`config.mk`:
```
export PLATFORM = sky130hd
export DESIGN_NAME = dmem_lsu
export DESIGN_NICKNAME = d
export VERILOG_FILES = /design/src/rtl/dmem_lsu.sv
export SDC_FILE = /design/constraint.sdc
export NUM_CORES = 1
export LEC_CHECK = 0
export ABC_AREA = 1
export BUFFER_PORTS_ARGS = -buffer_cell sky130_fd_sc_hd__buf_2
export CAP_MARGIN = 20
export CORE_MARGIN = 2
export CORE_UTILIZATION = 45
export DETAILED_ROUTE_END_ITERATION = 16
export GPL_TIMING_DRIVEN = 0
export PLACE_DENSITY = 0.78
export SYNTH_ARGS = -nofsm -noshare
export SYNTH_HDL_FRONTEND = slang
export SYNTH_SLANG_ARGS = --single-unit
```
`constraint.sdc`:
```
create_clock -name clk -period 6.9 [get_ports clk]
set_clock_uncertainty 0.05 [all_clocks]
set_input_delay 1.38 -clock clk [delete_from_list [all_inputs] [get_ports clk]]
set_output_delay 1.38 -clock clk [all_outputs]
set_load 0.02 [all_outputs]
```
`src/rtl/dmem_lsu.sv`:
```
// rtl/dmem_lsu.sv - data-memory load/store unit with byte-masked word port and fault checks
// Optional word-crossing split: define LSU_MISALIGN_SPLIT_EN to enable the second (ACC1) beat.
module dmem_lsu #(
  parameter logic [31:0] DMEM_BASE = 32'h1000_0000,
  parameter int unsigned DMEM_SIZE = 16384
) (
  input  logic        clk,
  input  logic        rst_n,
  input  logic        req_i,
  input  logic        we_i,
  input  logic [2:0]  funct3_i,
  input  logic [31:0] addr_i,
  input  logic [31:0] wdata_i,
  output logic        ready_o,
  output logic        done_o,
  output logic        err_o,
  output logic [31:0] rdata_o,
  output logic        mem_we_o,
  output logic [3:0]  mem_wmask_o,
  output logic [31:0] mem_addr_o,
  output logic [31:0] mem_wdata_o,
  input  logic [31:0] mem_rdata_i
);

  localparam logic [1:0] S_IDLE = 2'd0;
  localparam logic [1:0] S_ACC0 = 2'd1;
`ifdef LSU_MISALIGN_SPLIT_EN
  localparam logic [1:0] S_ACC1 = 2'd2;
`endif
  localparam logic [1:0] S_RESP = 2'd3;
  localparam logic [32:0] LIMIT = {1'b0, DMEM_BASE} + 33'(DMEM_SIZE);

  function automatic logic [2:0] size_of(input logic [1:0] s);
    case (s)
      2'b00:   return 3'd1;
      2'b01:   return 3'd2;
      default: return 3'd4;
    endcase
  endfunction

  // d holds {hi, lo}; the addressed bytes are shifted down to lane 0 before extension
  function automatic logic [31:0] extend(input logic [63:0] d, input logic [1:0] off,
                                         input logic [2:0] f3);
    logic [31:0] s;
    s = 32'(d >> {off, 3'b000});
    case (f3[1:0])
      2'b00:   return f3[2] ? {24'b0, s[7:0]} : {{24{s[7]}}, s[7:0]};
      2'b01:   return f3[2] ? {16'b0, s[15:0]} : {{16{s[15]}}, s[15:0]};
      default: return s;
    endcase
  endfunction

  logic [1:0]  state;
  logic        we_q;
  logic [2:0]  f3_q;
  logic [31:0] addr_q;
  logic [31:0] wdata_q;
  logic        err_q;
  logic [31:0] rdata_q;

  logic [2:0]  n_in;
  logic [32:0] last_in;
  logic        illegal;
  logic        out_of_range;
  logic        fault;

  assign n_in         = size_of(funct3_i[1:0]);
  assign last_in      = {1'b0, addr_i} + {30'b0, n_in} - 33'd1;
  assign illegal      = (funct3_i[1:0] == 2'b11) || (funct3_i == 3'b110) || (we_i && funct3_i[2]);
  assign out_of_range = (addr_i < DMEM_BASE) || (last_in >= LIMIT);
`ifdef LSU_MISALIGN_SPLIT_EN
  assign fault = illegal || out_of_range;
`else
  assign fault = illegal || out_of_range || (({1'b0, addr_i[1:0]} + n_in) > 3'd4);
`endif

  logic [2:0]  n_q;
  logic [1:0]  off_q;
  logic [3:0]  lanes;
  logic [31:0] word_q;

  assign n_q    = size_of(f3_q[1:0]);
  assign off_q  = addr_q[1:0];
  assign word_q = {addr_q[31:2], 2'b00};
  assign lanes  = (n_q == 3'd1) ? 4'b0001 : (n_q == 3'd2) ? 4'b0011 : 4'b1111;

`ifdef LSU_MISALIGN_SPLIT_EN
  logic [6:0]  mask_w;
  logic [63:0] wdata_w;
  logic        crosses;
  logic [31:0] lo_q;

  assign mask_w  = {3'b000, lanes} << off_q;
  assign wdata_w = {32'b0, wdata_q} << {off_q, 3'b000};
  assign crosses = ({1'b0, off_q} + n_q) > 3'd4;
`endif

  always_ff @(posedge clk) begin
    if (!rst_n) begin
      state   <= S_IDLE;
      we_q    <= 1'b0;
      f3_q    <= 3'b0;
      addr_q  <= 32'b0;
      wdata_q <= 32'b0;
      err_q   <= 1'b0;
      rdata_q <= 32'b0;
`ifdef LSU_MISALIGN_SPLIT_EN
      lo_q    <= 32'b0;
`endif
    end else begin
      case (state)
        S_IDLE: if (req_i) begin
          we_q    <= we_i;
          f3_q    <= funct3_i;
          addr_q  <= addr_i;
          wdata_q <= wdata_i;
          err_q   <= fault;
          state   <= fault ? S_RESP : S_ACC0;
        end
        S_ACC0: begin
`ifdef LSU_MISALIGN_SPLIT_EN
          if (!we_q) lo_q <= mem_rdata_i;
          if (crosses) begin
            state <= S_ACC1;
          end else begin
            state <= S_RESP;
            if (!we_q) rdata_q <= extend({32'b0, mem_rdata_i}, off_q, f3_q);
          end
`else
          state <= S_RESP;
          if (!we_q) rdata_q <= extend({32'b0, mem_rdata_i}, off_q, f3_q);
`endif
        end
`ifdef LSU_MISALIGN_SPLIT_EN
        S_ACC1: begin
          state <= S_RESP;
          if (!we_q) rdata_q <= extend({mem_rdata_i, lo_q}, off_q, f3_q);
        end
`endif
        S_RESP:  state <= S_IDLE;
        default: state <= S_IDLE;
      endcase
    end
  end

  assign ready_o = (state == S_IDLE);
  assign done_o  = (state == S_RESP);
  assign err_o   = done_o && err_q;
  assign rdata_o = rdata_q;

  // Memory port is idle outside the access beats so IDLE/RESP can never write
  always_comb begin
    mem_we_o    = 1'b0;
    mem_wmask_o = 4'b0;
    mem_addr_o  = 32'b0;
    mem_wdata_o = 32'b0;
    case (state)
      S_ACC0: begin
        mem_we_o    = we_q;
        mem_addr_o  = word_q;
`ifdef LSU_MISALIGN_SPLIT_EN
        mem_wmask_o = mask_w[3:0];
        mem_wdata_o = wdata_w[31:0];
`else
        mem_wmask_o = lanes << off_q;
        mem_wdata_o = wdata_q << {off_q, 3'b000};
`endif
      end
`ifdef LSU_MISALIGN_SPLIT_EN
      S_ACC1: begin
        mem_we_o    = we_q;
        mem_addr_o  = word_q + 32'd4;
        mem_wmask_o = {1'b0, mask_w[6:4]};
        mem_wdata_o = wdata_w[63:32];
      end
`endif
      default: ;
    endcase
  end

endmodule

```
# Word-level counts from Yosys, hierarchy flattened
# Cells that the tools add are included.
op_classes:
  n_shift: 3
  eq_ne: 9
  n_lt_le_gt_ge: 3
  n_addsub: 3
  n_bitwise: 1
  reduce_logical: 12
  muxes: 14
op_table:
  columns: ["operator", "count"]
  rows:
  - ["32-bit 2-to-1 mux", 4]
  - ["32-bit case mux with 2 select lines", 1]
  - ["32-bit by 3-bit adder with 33-bit output", 1]
  - ["33-bit by 29-bit greater-or-equal comparator with 1-bit output, second input constant", 1]
  - ["33-bit by 1-bit subtractor with 33-bit output, second input constant", 1]
  - ["32-bit by 29-bit less-than comparator with 1-bit output, second input constant", 1]
  - ["32-bit by 5-bit << shifter with 32-bit output", 1]
  - ["32-bit by 5-bit >> shifter with 32-bit output", 1]
  - ["4-bit 2-to-1 mux", 3]
  - ["3-bit case mux with 2 select lines", 2]
  - ["2-bit by 1-bit == test with 1-bit output, second input constant", 3]
  - ["2-bit zero test", 3]
  - ["1-bit logical OR", 5]
  - ["2-bit == test, second input constant", 2]
  - ["2-bit 2-to-1 mux", 2]
  - ["2-bit case mux with 2 select lines", 1]
  - ["2-bit AND reduction", 2]
  - ["4-bit by 2-bit << shifter with 4-bit output", 1]
  - ["2-bit by 3-bit adder with 3-bit output", 1]
  - ["3-bit by 1-bit == test with 1-bit output, second input constant", 1]
  - ["3-bit by 2-bit == test with 1-bit output, second input constant", 1]
  - ["3-bit == test, second input constant", 1]
  - ["3-bit greater-than comparator, second input constant", 1]
  - ["1-bit logical AND", 2]
  - ["other kinds (3)", 3]
word_totals:
  out_inout_bits: 104
  register_bits: 103

# Logic depth before layout (Yosys ltp)
depth:
  depth_word: 11
  depth_mapped: 24
  mapped_depth_nobuf: 24

# Worst setup path after synthesis
# No wires, ideal clock.
synth_path:
  path_type: "input to register"
  from: "in funct3_i[1]"
  to: "reg err_q"
  setup_time_ns: 0.109
  setup_slack_ns: 3.274
  path_stages: 23
  path_buffers: 0
  required_time_ns: 6.741
  arrival_time_ns: 3.467
  path_cell_list: "inv_1 > nand2_1 > ha_1 > inv_1 > ha_1 > inv_1 > fa_1 > inv_1 > nand3_1 > nand3_1 > nand2_1 > nand2_1 > nand3_1 > nand3_1 > nand2_1 > nor2_1 > nand2_1 > nor2_1 > nand3_1 > nand2_1 > nand3_1 > nand2_1 > inv_1"
synth_via:
  elab_chain_len: 8
synth_lines:
  columns: ["element", "line_no", "source"]
  rows:
  - ["from (decl)", "11", "input logic [2:0] funct3_i,"]
  - ["2-bit by 1-bit == test with 1-bit output or 2-bit zero test (tied branches)", "34", "case (s)"]
  - ["3-bit case mux with 2 select lines", "34", null]
  - ["32-bit by 3-bit adder with 33-bit output", "68", "assign last_in = {1'b0, addr_i} + {30'b0, n_in} - 33'd1;"]
  - ["33-bit by 1-bit subtractor with 33-bit output", "68", null]
  - ["33-bit by 29-bit greater-or-equal comparator with 1-bit output", "70", "assign out_of_range = (addr_i < DMEM_BASE) || (last_in >= LIMIT);"]
  - ["1-bit logical OR", "70", null]
  - ["1-bit logical OR", "74", "assign fault = illegal || out_of_range || (({1'b0, addr_i[1:0]} + n_in) > 3'd4);"]
  - ["1-bit logical OR *", "74", null]
  - ["to (signal assigned)", "117", "err_q <= fault;"]
  - ["to (decl)", "58", "logic err_q;"]
# Every way passes the cells marked *; elsewhere a longest branch is shown, timed or not.
# A chain may end at the register's enable or synchronous reset.

# Final worst setup path
layout_path:
  from: "reg addr_q[1]"
  to: "out mem_wdata_o[30]"
layout_via:
  elab_chain_len: 2
layout_lines:
  columns: ["element", "line_no", "source"]
  rows:
  - ["from (decl)", "56", "logic [31:0] addr_q;"]
  - ["from (signal assigned)", "115", "addr_q <= addr_i;"]
  - ["32-bit by 5-bit << shifter with 32-bit output", "166", "mem_wdata_o = wdata_q << {off_q, 3'b000};"]
  - ["32-bit 2-to-1 mux", "157", "case (state)"]
  - ["to (decl)", "21", "output logic [31:0] mem_wdata_o,"]
# Every way passes these cells.

==> impl_metrics.json <==
{
  "ys_warn_count": 0,
  "dp.final_hpwl_um": 18400,
  "drv_cap": 0,
  "die_area_mm2": 0.0173,
  "synth.avg_cell_area_um2": 6.16,
  "yosys-top-cells-area": "dfxtp_1, nand2_1, inv_1",
  "cts-root-buf": "clkbuf_16",
  "synth_top_area_share_pct": 28.3,
  "setup.worst_path.start_class": "flip-flop",
  "clock_sinks": 103,
  "slew_headroom_pct": 53.8,
  "grt_pass1_wl_um": 35600,
  "drc": 0,
  "finalCriticalPeriod_ns": 3.99,
  "tritoncts": "done",
  "cts-buffers-inserted": 9,
  "clock.fmax_mhz": 251,
  "clock_power_share_pct": 29.2,
  "coreArea_mm2": 0.0159,
  "worstSetupEndpointType": "output pin",
  "postCtsSetupBuffers": 0,
  "rsz0062_at_grt": "false",
  "regToRegEndpoint": "rdata_o[21]$_SDFFE_PN0P_",
  "synth_top_cell_by_area": "dfxtp_1",
  "clockBufferDepth": 2,
  "clkTransAtPathRegs_ns": 0.08,
  "hold_viol_final": 0,
  "die_h_um": 131,
  "synth.most_common_cell": "nand2_1",
  "dr_total_vias": 8212,
  "finalPower_mw": 1.77,
  "firstDrtPassIters": 6,
  "min-delay-start": "addr_q[16]$_SDFFE_PN0P_",
  "ys_seq_elements": 103,
  "postCtsResizedCells": 0,
  "synth-async-reset-ratio_pct": 0,
  "cp_common_cell": "buf_2",
  "grt_pass1_vias": 7342,
  "ios": 207,
  "power.switching_mw": 0.672,
  "drv_slew": 0,
  "status": "finished clean",
  "nets": 1542,
  "cp_slowest_cell": "nor2_1",
  "htreeDepth": 3,
  "drive_above_1_share_pct": 19.3,
  "numPortBuffers": 203,
  "min_path_type": "reg2reg",
  "first_iter_violations": 633,
  "dpl_cell_area_mm2": 0.00859,
  "period_share_pct": 57.8,
  "crit_required_ns": 5.47,
  "syn_inst": 1184,
  "pwr-share-seq_pct": 38.4,
  "start_util_pct": 45.9,
  "clock_latency_ns": 0.35,
  "cts_hold_buf": 0,
  "combPwrFrac_pct": 32.5,
  "routabilityCongestion": 0.923,
  "path_max_fanout": 10,
  "final_area_mm2": 0.00888,
  "hold_path_depth": 2,
  "power_density_mw_per_mm2": 199,
  "p_int_mw": 1.10,
  "arrival_ns": 2.56,
  "utilization_pct": 55.9,
  "finalSetupViolCount": 0,
  "holdPathEnd": "addr_q[16]$_SDFFE_PN0P_",
  "power_switching_share_pct": 38.0,
  "grt_max_degree": 20,
  "synth_enable_flop_cells": 0,
  "peakVddDrop_uv": 108,
  "wl_per_cell_um": 14.0,
  "r2r-start": "f3_q[0]$_SDFFE_PN0P_",
  "wl_um": 22600,
  "crit_type": "reg2out",
  "vias_per_cell": 5.07,
  "worstRegToRegCells": 8,
  "path_cells": "nor2_1 > buf_2 > clkbuf_1 > a22oi_1 > a21oi_1 > buf_2",
  "die_x_um": 131,
  "critPathMaxStageDelay_ns": 0.50,
  "tightest_slew_ns": 0.693,
  "area_delta_synth_final_pct": 21.7,
  "ant_nets": 0,
  "yosys-top-cells-count": "nand2_1, inv_1, nor2_1",
  "ys_types": 43,
  "grt-ovfl-total": 0,
  "antenna_found_initial": 1,
  "grtUsageTotal_pct": 25.3,
  "rows": 46,
  "ys.flop_type": "dfxtp_1",
  "tns_ns": 0,
  "cellLeakagePower_nw": 4.80,
  "fillCellCount": 1650,
  "yosysSeqAreaShare_pct": 28.3,
  "synth_area_mm2": 0.00730,
  "rrSetupSlack_ns": 4.70
}
[stage by stage]
| step | cells | hold slack, ns | setup WS, ns |
|---|---|---|---|
| CTS | 1620 | 0.407 | 3.02 |
| global placement | 1604 | 0.391 | 2.73 |
| detailed placement | 1604 | 0.397 | 2.70 |
| floorplan | 1185 | 0.380 | 3.27 |
| global route | 1621 | 0.419 | 2.74 |
| finish | 1621 | 0.404 | 2.91 |
[final cells by class]
class | count | area, um2 | area share, %
Multi-Input combinational cell | 810 | 4200 | 47.3
Clock buffer | 9 | 225 | 2.54
Timing Repair Buffer | 203 | 1020 | 11.4
Clock inverter | 7 | 66.3 | 0.747
Sequential cell | 103 | 2060 | 23.2
Tap cell | 216 | 270 | 3.04
Inverter | 220 | 826 | 9.30
Antenna cell | 1 | 2.50 | 0.0282
Buffer | 52 | 214 | 2.41
[worst max-delay path: cells and delay by family (launching register included)]
| family | cells | cell delay (ns) |
|---|---|---|
| simple gates | 1 | 0.50 |
| compound gates | 2 | 0.38 |
| buf+inv | 3 | 0.96 |
| flops | 1 | 0.36 |
[metal layers]
metal / up-vias / track usage (%) / part of all wire, %
met2: 323 / 44.1 / 47
met5: - / 0 / 0
li1: 4199 / - / -
met1: 3645 / 31.8 / 44
met3: 45 / 4.40 / 6.6
met4: 0 / 8.27 / 2.3
[power groups by stage]
stage	clock network [mW]	logic, mW	registers [mW]
2_1_floorplan	0	0.374	0.707
3_3_place_gp	0	0.561	0.691
3_5_place_dp	0	0.567	0.692
4_1_cts	0.521	0.571	0.679
5_1_grt	0.546	0.641	0.685
6_report	0.516	0.575	0.679
[sequential cells by signal, indices dropped and copies added, names as in the netlist]
register	flops
state	2
err_q	1
rdata_o	32
we_q	1
addr_q	32
wdata_q	32
f3_q	3
[cells in the final DEF (no fill, tap or decap), types with 9 or more instances in the layout]
cell,Yosys,routed
buf_2,3,206
or2_2,10,10
o21ai_0,100,100
ha_1,38,38
clkbuf_16,0,9
o211ai_1,11,11
dfxtp_1,103,103
clkbuf_1,37,37
nand2_1,254,254
o221ai_1,11,11
a21oi_1,80,80
inv_2,22,22
nand3_1,36,36
nor2_1,174,174
o221ai_2,10,10
inv_1,198,198
nor3_1,14,14
a22oi_1,21,21
buf_1,9,9
[cell families (layout without fill, tap and decap cells)]
logic type	Yosys count	after routing	synth area share [%]
AOI/OAI and AO/OA	255	255	21.6
xor gates and xnor gates	2	2	0.240
adders and majority gates	40	40	7.06
buffers and inverters	272	491	14.2
DFF	103	103	28.3
muxes	2	2	0.274
other	1	3	0.0514
and+or+nand+nor	509	509	28.3
[how the worst max path moves through the flow]
stage                           start                     to
3_5_place_dp              funct3_i[1]  state[1]$_SDFFE_PN0P_
4_1_cts        addr_q[1]$_SDFFE_PN0P_        mem_wdata_o[30]
6_report       addr_q[1]$_SDFFE_PN0P_        mem_wdata_o[30]
5_1_grt                   funct3_i[1]  state[1]$_SDFFE_PN0P_
3_3_place_gp              funct3_i[1]     err_q$_SDFFE_PN0P_
2_1_floorplan             funct3_i[1]     err_q$_SDFFE_PN0P_
(Power assumes the default switching activity.)
